## src/rtl/vx_commit_arb.sv

```systemverilog
// Commit arbiter: round-robin merge of execute-unit result packets into one registered writeback stream.
// Optional stall counters per unit are enabled by defining COMMIT_ARB_PERF_EN.
module vx_commit_arb #(
    parameter int NUM_UNITS   = 4,
    parameter int NUM_THREADS = 4,
    parameter int NUM_WARPS   = 4,
    parameter int XLEN        = 32,
    parameter int NR_BITS     = 6,
    parameter int UUID_W      = 44,
    localparam int NW_BITS    = (NUM_WARPS > 1) ? $clog2(NUM_WARPS) : 1,
    localparam int PKT_W      = UUID_W + NW_BITS + XLEN + NUM_THREADS + 1 + NR_BITS
                                + NUM_THREADS * XLEN + 2
) (
    input  logic                         clk,
    input  logic                         reset,
    input  logic [NUM_UNITS-1:0]         in_valid,
    output logic [NUM_UNITS-1:0]         in_ready,
    input  logic [NUM_UNITS*PKT_W-1:0]   in_data,
    output logic                         wb_valid,
    output logic [UUID_W-1:0]            wb_uuid,
    output logic [NW_BITS-1:0]           wb_wid,
    output logic [XLEN-1:0]              wb_PC,
    output logic [NUM_THREADS-1:0]       wb_tmask,
    output logic [NR_BITS-1:0]           wb_rd,
    output logic [NUM_THREADS*XLEN-1:0]  wb_data,
    output logic                         wb_eop,
    output logic                         commit_valid,
    output logic [NW_BITS-1:0]           commit_wid,
`ifdef COMMIT_ARB_PERF_EN
    output logic [NUM_UNITS*44-1:0]      perf_stalls,
`endif
    output logic [63:0]                  instret
);

    localparam int UI_W    = (NUM_UNITS > 1) ? $clog2(NUM_UNITS) : 1;
    localparam int DATA_W  = NUM_THREADS * XLEN;
    localparam int EOP_O   = 0;
    localparam int SOP_O   = 1;
    localparam int DATA_O  = 2;
    localparam int RD_O    = DATA_O + DATA_W;
    localparam int WB_O    = RD_O + NR_BITS;
    localparam int TMASK_O = WB_O + 1;
    localparam int PC_O    = TMASK_O + NUM_THREADS;
    localparam int WID_O   = PC_O + XLEN;
    localparam int UUID_O  = WID_O + NW_BITS;

    function automatic logic [UI_W-1:0] rr_index(input logic [UI_W-1:0] base, input int offs);
        int sum;
        sum = int'(base) + offs;
        if (sum >= NUM_UNITS) sum = sum - NUM_UNITS;
        return UI_W'(sum);
    endfunction

    logic                 locked;
    logic [UI_W-1:0]      lock_idx;
    logic [UI_W-1:0]      rr_ptr;

    // Stage p0: grant selection and packet field extraction
    logic [UI_W-1:0]      grant_idx_p0;
    logic                 vld_p0;
    logic [PKT_W-1:0]     pkt_p0;
    logic [UUID_W-1:0]    uuid_p0;
    logic [NW_BITS-1:0]   wid_p0;
    logic [XLEN-1:0]      pc_p0;
    logic [NUM_THREADS-1:0] tmask_p0;
    logic                 wb_p0;
    logic [NR_BITS-1:0]   rd_p0;
    logic [DATA_W-1:0]    data_p0;
    logic                 sop_p0;
    logic                 eop_p0;

    always_comb begin
        grant_idx_p0 = lock_idx;
        vld_p0       = 1'b0;
        if (locked) begin
            vld_p0 = in_valid[lock_idx];
        end else begin
            // Walk backwards so the unit nearest rr_ptr wins the last assignment.
            for (int i = NUM_UNITS - 1; i >= 0; i--) begin
                if (in_valid[rr_index(rr_ptr, i)]) begin
                    grant_idx_p0 = rr_index(rr_ptr, i);
                    vld_p0       = 1'b1;
                end
            end
        end
    end

    assign in_ready = vld_p0 ? (NUM_UNITS'(1) << grant_idx_p0) : '0;
    assign pkt_p0   = in_data[int'(grant_idx_p0) * PKT_W +: PKT_W];
    assign uuid_p0  = pkt_p0[UUID_O +: UUID_W];
    assign wid_p0   = pkt_p0[WID_O +: NW_BITS];
    assign pc_p0    = pkt_p0[PC_O +: XLEN];
    assign tmask_p0 = pkt_p0[TMASK_O +: NUM_THREADS];
    assign wb_p0    = pkt_p0[WB_O];
    assign rd_p0    = pkt_p0[RD_O +: NR_BITS];
    assign data_p0  = pkt_p0[DATA_O +: DATA_W];
    assign sop_p0   = pkt_p0[SOP_O];
    assign eop_p0   = pkt_p0[EOP_O];

    // Stage p1: registered writeback / commit outputs
    logic                   wb_vld_p1;
    logic                   commit_vld_p1;
    logic [NW_BITS-1:0]     commit_wid_p1;
    logic [63:0]            instret_p1;
    logic [UUID_W-1:0]      uuid_p1;
    logic [NW_BITS-1:0]     wid_p1;
    logic [XLEN-1:0]        pc_p1;
    logic [NUM_THREADS-1:0] tmask_p1;
    logic [NR_BITS-1:0]     rd_p1;
    logic [DATA_W-1:0]      data_p1;
    logic                   eop_p1;

    always_ff @(posedge clk) begin
        if (reset) begin
            locked        <= 1'b0;
            lock_idx      <= '0;
            rr_ptr        <= '0;
            wb_vld_p1     <= 1'b0;
            commit_vld_p1 <= 1'b0;
            commit_wid_p1 <= '0;
            instret_p1    <= '0;
            uuid_p1       <= '0;
            wid_p1        <= '0;
            pc_p1         <= '0;
            tmask_p1      <= '0;
            rd_p1         <= '0;
            data_p1       <= '0;
            eop_p1        <= 1'b0;
        end else begin
            wb_vld_p1     <= vld_p0 & wb_p0;
            commit_vld_p1 <= vld_p0 & eop_p0;
            if (vld_p0) begin
                uuid_p1  <= uuid_p0;
                wid_p1   <= wid_p0;
                pc_p1    <= pc_p0;
                tmask_p1 <= tmask_p0;
                rd_p1    <= rd_p0;
                data_p1  <= data_p0;
                eop_p1   <= eop_p0;
                if (eop_p0) begin
                    locked        <= 1'b0;
                    rr_ptr        <= rr_index(grant_idx_p0, 1);
                    commit_wid_p1 <= wid_p0;
                    instret_p1    <= instret_p1 + 64'd1;
                end else begin
                    locked   <= 1'b1;
                    lock_idx <= grant_idx_p0;
                end
            end
        end
    end

    assign wb_valid     = wb_vld_p1;
    assign wb_uuid      = uuid_p1;
    assign wb_wid       = wid_p1;
    assign wb_PC        = pc_p1;
    assign wb_tmask     = tmask_p1;
    assign wb_rd        = rd_p1;
    assign wb_data      = data_p1;
    assign wb_eop       = eop_p1;
    assign commit_valid = commit_vld_p1;
    assign commit_wid   = commit_wid_p1;
    assign instret      = instret_p1;

`ifdef COMMIT_ARB_PERF_EN
    function automatic logic [43:0] sat_inc(input logic [43:0] cnt);
        return (&cnt) ? cnt : cnt + 44'd1;
    endfunction

    logic [43:0] stall_cnt [NUM_UNITS];

    always_ff @(posedge clk) begin
        for (int u = 0; u < NUM_UNITS; u++) begin
            if (reset) begin
                stall_cnt[u] <= '0;
            end else if (in_valid[u] && !in_ready[u]) begin
                stall_cnt[u] <= sat_inc(stall_cnt[u]);
            end
        end
    end

    always_comb begin
        perf_stalls = '0;
        for (int u = 0; u < NUM_UNITS; u++) begin
            perf_stalls[u*44 +: 44] = stall_cnt[u];
        end
    end
`endif

`ifndef SYNTHESIS
    always_ff @(posedge clk) begin
        if (!reset && vld_p0) begin
            assert (tmask_p0 != '0) else $error("commit_arb: fired packet has empty tmask");
            if (locked) begin
                assert (!sop_p0) else $error("commit_arb: sop set on locked grant");
            end else begin
                assert (sop_p0) else $error("commit_arb: sop clear on unlocked grant");
            end
        end
    end
`endif

endmodule

```

## config.mk

```make
export PLATFORM = sky130hd
export DESIGN_NAME = vx_commit_arb
export DESIGN_NICKNAME = d
export VERILOG_FILES = /design/src/rtl/vx_commit_arb.sv
export SDC_FILE = /design/constraint.sdc
export NUM_CORES = 1
export LEC_CHECK = 0
export CAP_MARGIN = 0
export CELL_PAD_IN_SITES_DETAIL_PLACEMENT = 0
export CELL_PAD_IN_SITES_GLOBAL_PLACEMENT = 1
export CORE_AREA = 2 2 456 458
export CTS_CLUSTER_SIZE = 25
export DETAILED_ROUTE_END_ITERATION = 10
export DIE_AREA = 0 0 458 460
export PLACE_DENSITY = 0.42
export RECOVER_POWER = 25
export SYNTH_ARGS = -nofsm -noshare
export SYNTH_HDL_FRONTEND = slang
export SYNTH_SLANG_ARGS = --single-unit
```

## constraint.sdc

```tcl
create_clock -name clk -period 2.5 [get_ports clk]
set_input_delay 0.375 -clock clk [delete_from_list [all_inputs] [get_ports clk]]
set_output_delay 0.375 -clock clk [all_outputs]
set_load 0.005 [all_outputs]
```

# Word-level counts from Yosys, hierarchy flattened
# Cells that the tools add are included.
[op_classes] mux=31 reduce_logical=2 bitwise_logic=3 mul=1 order_cmp=10 shift=2 n_addsub=10
[op_table] op="$shiftx 876x11->219" count=1
[op_table] op="$add 64x1->64 const B" count=1
[op_table] op="$mux 2" count=14
[op_table] op="$lt 2x3->1 const B" count=5
[op_table] op="$ge 3x3->1 const B" count=4
[op_table] op="$mux 1" count=11
[op_table] op="$bmux 1 s2" count=5
[op_table] op="$mul 2x8->10 const B" count=1
[op_table] op="$sub 2x1->2 const B" count=5
[op_table] op="$add 2x1->3 const B" count=2
[op_table] op="$add 2x2->3 const B" count=2
[op_table] op="$mux 4" count=1
[op_table] op="$reduce_and 2->1" count=2
[op_table] op="$shl 1x2->4 const A" count=1
[op_table] op="$ge 2x3->1 const B" count=1
[op_table] op="$and 1x1->1" count=2
[op_table] op="$not 1->1" count=1
[totals] in_bits=882 out_inout_bits=289 regBits=290 word_cells=73

# Depth between registers and ports, before layout
# Gate-level depths: netlist (run 1).
[logic_depth] word_depth=15 mapped_depth=11 mapped_depth_nobuf=8

# Worst setup path after synthesis (run 1)
# No wires, ideal clock.
[synth_timing] path_type="register -> output" start="reg rr_ptr[0]" end="out in_ready[0]" arrival_time_ns=2.328 stages_incl_launch_ff=10 setup_slack_ns=-0.203 t_required_ns=2.125 n_path_buf=3 path_cell_list="dfxtp_1 buf_4 nand3b_1 o211ai_1 a31oi_1 o41ai_4 clkbuf_1 clkbuf_1 ha_1 and2_1"
[synth_between] elab_chain_len=13 word_cells_on_any_way=39 cone_classes="add/sub (7); order compare (4); shift (1); mux (27)"
[synth_rtl] item="from (decl)" line="56" text="logic [UI_W-1:0] rr_ptr;"
[synth_rtl] item="from (signal assigned)" line="142" text="rr_ptr <= rr_index(grant_idx_p0, 1);"
[synth_rtl] item="$add 2x2->3" line="49" text="sum = int'(base) + offs;"
[synth_rtl] item="$ge 3x3->1 / $sub 2x1->2 (equally long branches)" line="50" text="if (sum >= NUM_UNITS) sum = sum - NUM_UNITS;"
[synth_rtl] item="$mux 2" line="50"
[synth_rtl] item="$mux 2" line="75" text="if (locked) begin"
[synth_rtl] item="$bmux 1 s2" line="80" text="if (in_valid[rr_index(rr_ptr, i)]) begin"
[synth_rtl] item="$mux 1 (implied by the code)" line="80"
[synth_rtl] item="$mux 2 (4 in a row)" line="80"
[synth_rtl] item="$mux 2" line="75"
[synth_rtl] item="$shl 1x2->4" line="88" text="assign in_ready = vld_p0 ? (NUM_UNITS'(1) << grant_idx_p0) : '0;"
[synth_rtl] item="$mux 4 (*)" line="88"
[synth_rtl] item="to (decl)" line="17" text="output logic [NUM_UNITS-1:0] in_ready,"
# Mark *: on every way between the ends. The rest lies on a longest branch, timed or not. The select of a mux whose other input is x is not followed.

# Final worst setup path (run 1)
[layout_timing] start="reg rr_ptr[0]" end="reg pc_p1[14], in the netlist wb_PC[14]"
[layout_between] elab_chain_len=13 word_cells_on_any_way=39 cone_classes="add/sub (7); mul (1); order compare (4); shift (1); mux (26)"
[layout_rtl] item="$add 2x2->3" line="49"
[layout_rtl] item="$ge 3x3->1 / $sub 2x1->2 (equally long branches)" line="50"
[layout_rtl] item="$mux 2" line="50"
[layout_rtl] item="$mux 2" line="75"
[layout_rtl] item="$bmux 1 s2" line="80"
[layout_rtl] item="$mux 1 (implied by the code)" line="80"
[layout_rtl] item="$mux 2 (3 in a row)" line="80"
[layout_rtl] item="$mux 2 (*)" line="80"
[layout_rtl] item="$mux 2 (*)" line="75"
[layout_rtl] item="via grant_idx_p0[0]" line="59" text="logic [UI_W-1:0] grant_idx_p0;"
[layout_rtl] item="$mul 2x8->10 (*)" line="89" text="assign pkt_p0 = in_data[int'(grant_idx_p0) * PKT_W +: PKT_W];"
[layout_rtl] item="$shiftx 876x11->219 (*)" line="89"
[layout_rtl] item="to (signal assigned)" line="135" text="pc_p1 <= pc_p0;"
[layout_rtl] item="to (decl)" line="107" text="logic [XLEN-1:0] pc_p1;"
# The timed path passes the listed nets; every way through them passes the cells marked *. The select of a mux whose other input is x is not followed.
# A chain may end at the register's enable or synchronous reset.

==> impl_metrics.env, run 1 <==
export IMPL_status="finished with violations"
export IMPL_violations="setup timing"
export IMPL_antenna_found_initial=84
export IMPL_synthToLayoutAreaGrowth_pct=117
export IMPL_synth_top_area_cell="dfxtp_1"
export IMPL_ant_nets=0
export IMPL_synthXorXnorAreaFrac_pct=0
export IMPL_cap_viol_max_count=0
export IMPL_synth_compound_area_share_pct=21.9
export IMPL_finalHoldViolations=0
export IMPL_synth_flop_cell="dfxtp_1"
export IMPL_core_area_mm2=0.206
export IMPL_cts_max_level=2
export IMPL_min_path_type="primary input to flop"
export IMPL_post_dp_hpwl_um=153000
export IMPL_drt_initial_drc_count=1467
export IMPL_place_inst=6474
export IMPL_cpMostUsedCell="buf_16"
export IMPL_swShare_pct=45.9
export IMPL_syn_nets=3454
export IMPL_stdcell_area_mm2=0.0421
export IMPL_portBuffers=1166
export IMPL_clkTransAtPathRegs_ns=0.06
export IMPL_grt_pass1_wl_um=246000
export IMPL_grt_max_degree=89
export IMPL_setup_viol=293
export IMPL_synth_top_family_by_area="simple AND/OR/NAND/NOR gates"
export IMPL_clock_fmax_mhz=323
export IMPL_fin_skew_ns=0.0292
export IMPL_r2r_slack_ns=-0.59
export IMPL_switchingPower_w=0.0254
export IMPL_final_cells=6701
export IMPL_fp_dieW_um=458
export IMPL_ys_seq_area_share_pct=29.9
export IMPL_synthSimpleGateAreaFrac_pct=25.1
export IMPL_clockRootBuffer="clkbuf_16"
export IMPL_finalCritPeriodShare_pct=124
export IMPL_cell_internal_pwr_w=0.0300
export IMPL_grt_pass1_vias=26721
export IMPL_yosys_warnings=0
export IMPL_muxShareOfSynthArea_pct=16.3
export IMPL_routed_wirelength_um=190000
export IMPL_cp_required_ns=3.00
export IMPL_p_seq_share_pct=13.8
export IMPL_ir_drop_mv=0.809
export IMPL_cp_start_kind="flop"
export IMPL_synth_async_reset_ratio_pct=0
export IMPL_clock_sinks=290
export IMPL_post_route_min_period_ns=3.09
export IMPL_max_stage_delay_ns=0.57
export IMPL_worstSetupEndpointType="flop"
export IMPL_slowest_stage="mux4_2"
export IMPL_relSlewSlack_pct=54.4
export IMPL_synth_common_cells="452 x nand3_1, 290 x dfxtp_1, 249 x nand2_1, 237 x a21oi_1, 217 x o21ai_0"
export IMPL_arrival_ns=3.60
export IMPL_worst_setup_path_type="flop to flop"
export IMPL_p_leak_nw=15.5
export IMPL_crit_chain="mux4_2, a2111oi_4, a21oi_4, nand2_4, buf_12, inv_16, buf_16, buf_16, buf_16, buf_12, mux2_4, o211ai_1, a21oi_1"
export IMPL_synth_edf_count=0
export IMPL_timing_final_ws_setup_ns=-0.592
export IMPL_comb_power_share_pct=73.5
export IMPL_clock_power_share_pct=12.7
export IMPL_grtUsageTotal_pct=17.0
export IMPL_rsz0062_at_grt="yes"
export IMPL_fin_util_pct=20.4
export IMPL_die_h_um=460
export IMPL_dieArea_mm2=0.211
export IMPL_p_per_area_mw_per_mm2=1320
export IMPL_drv_slew=0
export IMPL_nets=4833
export IMPL_drcViolationCount=0
export IMPL_post_dp_cell_area_mm2=0.0366
export IMPL_drive_gt1_share_pct=25.3
export IMPL_avgSynthCellArea_um2=7.55
export IMPL_cp_max_fo=6
export IMPL_hold_buffers=0
export IMPL_cts_buffer_depth=3
export IMPL_vias_per_cell=3.94
export IMPL_clock_latency_ns=0.65
export IMPL_num_io_pins=1171
export IMPL_synth_seq_cells=290
export IMPL_yosysTopAreaCellShare_pct=29.9
export IMPL_gp_congestion=0.850
export IMPL_tightest_slew_ns=0.684
export IMPL_post_drt_wl_per_cell_um=28.3
export IMPL_overflow=0
export IMPL_postSynthCellCount=2567
export IMPL_synthAdderAreaFrac_pct=0.323
export IMPL_drtPass1Iterations=5
export IMPL_initial_utilization_pct=9.41
export IMPL_tritoncts="built"
export IMPL_cts_buffers=45
export IMPL_yosysMostFrequentCell="nand3_1"
export IMPL_fp_row_count=167
export IMPL_synth_cell_types=59
export IMPL_syn_area_mm2=0.0194
export IMPL_tns_ns=-130.54
export IMPL_num_vias=26405
export IMPL_synth_area_leaders="dfxtp_1 30%, mux2_2 12%, nand3_1 12%"
-- power groups by stage --
stage	clock [W]	combinational [W]	sequential, W
after floorplan	0	0.0143	0.00760
after global placement	0	0.0335	0.00778
after detailed placement	0	0.0335	0.00782
after CTS	0.00743	0.0396	0.00773
after global routing	0.00754	0.0434	0.00790
final	0.00704	0.0407	0.00766
-- final cells by class --
| type | count | area [um^2] |
|---|---|---|
| Inverter | 9 | 50.0 |
| Antenna cell | 17 | 42.5 |
| Multi-Input combinational cell | 1982 | 14100 |
| Sequential cell | 290 | 5810 |
| Clock buffer | 61 | 1250 |
| Timing Repair Buffer | 1618 | 17100 |
| Clock inverter | 20 | 304 |
| Fill cell | 23014 | 164000 |
| Tap cell | 2704 | 3380 |
-- cell usage in the layout, fill, tap and decap left out, types with 60 or more instances in the layout --
cell and n:
mux2_2 146, dfxtp_1 288, mux2_4 101, nand3_2 97
clkdlybuf4s50_1 1090, buf_12 72, nor2b_1 60, o21ai_0 211
nand2_1 249, nor2_1 70, nand3_1 350, a21oi_1 212
dlygate4sd3_1 70, buf_4 276, o211ai_1 215
-- through the flow --
stage / hold slack, ns / power [W] / setup slack, ns
2_1_floorplan: 0.453 / 0.0219 / -0.0459
3_3_place_gp: 0.442 / 0.0413 / -1.09
3_5_place_dp: 0.448 / 0.0414 / -1.07
4_1_cts: 0.113 / 0.0548 / -0.703
5_1_grt: 0.192 / 0.0589 / -0.687
6_report: 0.194 / 0.0554 / -0.592
-- registers in the layout, summed over array words and instances, names as in the netlist, 4 cells and up --
signal and cells:
instret 64, wb_PC 32, wb_data 128, wb_rd 6, wb_tmask 4, wb_uuid 44
-- layer usage --
metal	vias to the layer above	share of wire (%)	GRT usage (%)
li1	12237	-	-
met1	12837	41	20.5
met2	1038	48	29.3
met3	233	8.6	6.11
met4	60	2.0	2.71
met5	-	0.20	0
-- kinds of logic (layout without fill, tap and decap cells) --
kind of cell               count (synthesis)  in the layout
AOI/OAI and AO/OA                        707            707
DFF                                      290            290
and+or+nand+nor                          991            992
muxes                                    278            278
adders and majority gates                  5              5
buffers and inverters                    296           1708
other                                      0             17
-- timing repair --
item / in CTS / in global routing
buffers inserted: 71 / 39
cloned: 30 / 10
gates resized for setup: 239 / 245
endpoints found under the setup margin: 294 / 294
pin swaps: 80 / 178
-- path summary, 6_finish.rpt --
| path | startpoint | endpoint | depth (start not counted) |
|---|---|---|---|
| worst max-delay path | rr_ptr[0] | wb_PC[14] | 13 |
| worst max register to register | rr_ptr[0] | wb_PC[14] | 13 |
| worst min register to register | wb_data[71] | wb_data[71] | 2 |
| worst min-delay path | reset | commit_valid | 2 |
-- critical path, delay by kind of cell, from the launching register on --
family,cells,cell delay (ns)
compound gates,4,0.79
buf+inv,6,0.78
flops,1,0.39
mux,2,0.86
simple gates,1,0.10
Power figures use the tool's default switching activity.
==> run 2: changes to the inputs <==
--- a/config.mk
+++ b/config.mk
@@ -14,6 +14,7 @@
 export DIE_AREA = 0 0 458 460
 export PLACE_DENSITY = 0.42
 export RECOVER_POWER = 25
+export SKIP_LAST_GASP = 1
 export SYNTH_ARGS = -nofsm -noshare
 export SYNTH_HDL_FRONTEND = slang
 export SYNTH_SLANG_ARGS = --single-unit
==> constraint.sdc (replaced) <==
create_clock -name clk -period 2.5 [get_ports clk]
set_input_delay 0.375 -clock clk [delete_from_list [all_inputs] [get_ports clk]]
set_output_delay 0.375 -clock clk [all_outputs]
set_load 0.05 [all_outputs]
==> run 2 against run 1 <==
The run still ends with setup timing left. Power grew 8.9%. Via count is essentially flat. Flip-flop and latch count is the same. Non-clock buffer count shrank 20. Critical path depth shrank 4. Wire length grew 2.8%. Clock-buffer cell count grew 1. Sequential power is essentially flat. Global-route usage shrank 0.18 points. Largest cell class unchanged.
==> impl_metrics.env, run 2 (synthesis results as in run 1) <==
export IMPL_cell_internal_pwr_w=0.0288
export IMPL_clock_fmax_mhz=318
export IMPL_total_power_w=0.0603
export IMPL_worstSetupEndpointType="output pin"
export IMPL_cp_required_ns=2.12
export IMPL_p_per_area_mw_per_mm2=1470
export IMPL_nets=4815
export IMPL_portBuffers=1166
export IMPL_drcViolationCount=0
export IMPL_tritoncts="built"
export IMPL_ir_drop_mv=0.577
export IMPL_finalHoldViolations=0
export IMPL_post_route_min_period_ns=3.14
export IMPL_num_vias=26421
export IMPL_cts_buffer_depth=3
export IMPL_min_path_type="primary input to flop"
export IMPL_gp_congestion=0.856
export IMPL_clockRootBuffer="clkbuf_16"
export IMPL_timing_final_ws_setup_ns=-0.645
export IMPL_cts_buffers=48
export IMPL_grt_pass1_vias=26091
export IMPL_clock_latency_ns=0.67
export IMPL_comb_power_share_pct=75.7
export IMPL_clock_sinks=290
export IMPL_drtPass1Iterations=7
export IMPL_rsz0062_at_grt="yes"
export IMPL_cp_start_kind="flop"
export IMPL_cts_max_level=2
export IMPL_vias_per_cell=3.95
export IMPL_routed_wirelength_um=195000
export IMPL_clkTransAtPathRegs_ns=0.06
export IMPL_final_common_cell="clkdlybuf4s50_1"
export IMPL_place_inst=6448
export IMPL_post_dp_hpwl_um=153000
export IMPL_overflow=0
export IMPL_post_drt_wl_per_cell_um=29.2
export IMPL_cap_viol_max_count=0
export IMPL_status="finished with violations"
export IMPL_arrival_ns=2.77
export IMPL_cp_max_fo=4
export IMPL_place_ws_ns=-1.21
export IMPL_ant_nets=0
export IMPL_grt_max_degree=81
export IMPL_p_seq_share_pct=12.7
export IMPL_core_area_mm2=0.206
export IMPL_fp_row_count=167
export IMPL_p_leak_nw=14.9
export IMPL_fin_skew_ns=0.0255
export IMPL_violations="setup timing"
export IMPL_clock_power_share_pct=11.6
export IMPL_largest_reg_flops=128
export IMPL_setup_viol=294
export IMPL_final_cells=6687
export IMPL_grtUsageTotal_pct=16.9
export IMPL_final_cell_mix="1071 x clkdlybuf4s50_1, 442 x nand3_1, 263 x buf_4"
export IMPL_swShare_pct=52.3
export IMPL_num_io_pins=1171
export IMPL_relSlewSlack_pct=28.5
export IMPL_drive_gt1_share_pct=23.6
export IMPL_initial_utilization_pct=9.41
export IMPL_switchingPower_w=0.0316
export IMPL_finalCritPeriodShare_pct=126
export IMPL_fin_util_pct=19.9
export IMPL_grt_pass1_wl_um=243000
export IMPL_die_h_um=460
export IMPL_post_dp_cell_area_mm2=0.0364
export IMPL_drv_slew=0
export IMPL_drt_initial_drc_count=1490
export IMPL_worst_setup_path_type="flop to output pin"
export IMPL_antenna_found_initial=84
export IMPL_tightest_slew_ns=1.08
export IMPL_fp_dieW_um=458
export IMPL_dieArea_mm2=0.211
export IMPL_stdcell_area_mm2=0.0410
export IMPL_synthToLayoutAreaGrowth_pct=111
[run 2: path summary, 6_finish.rpt]
kind | from | end | slack [ns] | cells after the start
max reg2reg | rr_ptr[0] | wb_data[28] | -0.60 | 14
min | reset | instret[5] | 0.11 | 2
min reg2reg | wb_rd[4] | wb_rd[4] | 0.45 | 2
max | rr_ptr[0] | in_ready[2] | -0.64 | 9
[run 2: routing by layer]
metal / track usage, % / up-vias / part of all wire [%]
met5: 0 / - / 0.17
met4: 2.68 / 50 / 1.7
met3: 5.78 / 195 / 8.0
met2: 28.8 / 1058 / 48
met1: 20.6 / 12900 / 42
li1: - / 12218 / -
[run 2: metrics by stage]
| stage | TNS [ns] | hold slack [ns] |
|---|---|---|
| 6_report | -126.04 | 0.108 |
| 5_1_grt | -149.61 | 0.0628 |
| 4_1_cts | -124.54 | 0.0134 |
| 3_5_place_dp | -291.66 | 0.446 |
| 3_3_place_gp | -290.49 | 0.444 |
| 2_1_floorplan | -3.11 | 0.531 |
[run 2: repair_timing]
action,in CTS,in global routing
hold buffers,0,0
cloned,13,35
resized for setup,113,194
endpoints found under the setup margin,294,294
pin swaps,25,116
buffers inserted,40,60
[run 2: worst max-delay path, stage by stage, from the launching register on]
cell	delay [ns]
dfxtp_4	0.38
mux4_2	0.56
a2111oi_4	0.31
a21oi_4	0.10
nand2_8	0.12
inv_12	0.04
buf_12	0.12
ha_1	0.19
and2_4	0.14
buf_12	0.14
[run 2: final cells by class]
type,instances,area (um^2)
multi-input cells,1981,13400
well taps,2704,3380
clock buffers,62,1330
clock inverters,21,229
flip-flops and latches,290,5860
fillers,23109,165000
diodes,22,55.1
inverters,9,46.3
repair buffers,1598,16700
[run 2: power groups by stage]
stage / combinational [W] / clock, W / sequential [W]
floorplan: 0.0147 / 0 / 0.0135
global placement: 0.0389 / 0 / 0.00776
finish: 0.0457 / 0.00699 / 0.00767
global route: 0.0482 / 0.00746 / 0.00790
detailed placement: 0.0390 / 0 / 0.00779
CTS: 0.0422 / 0.00736 / 0.00771
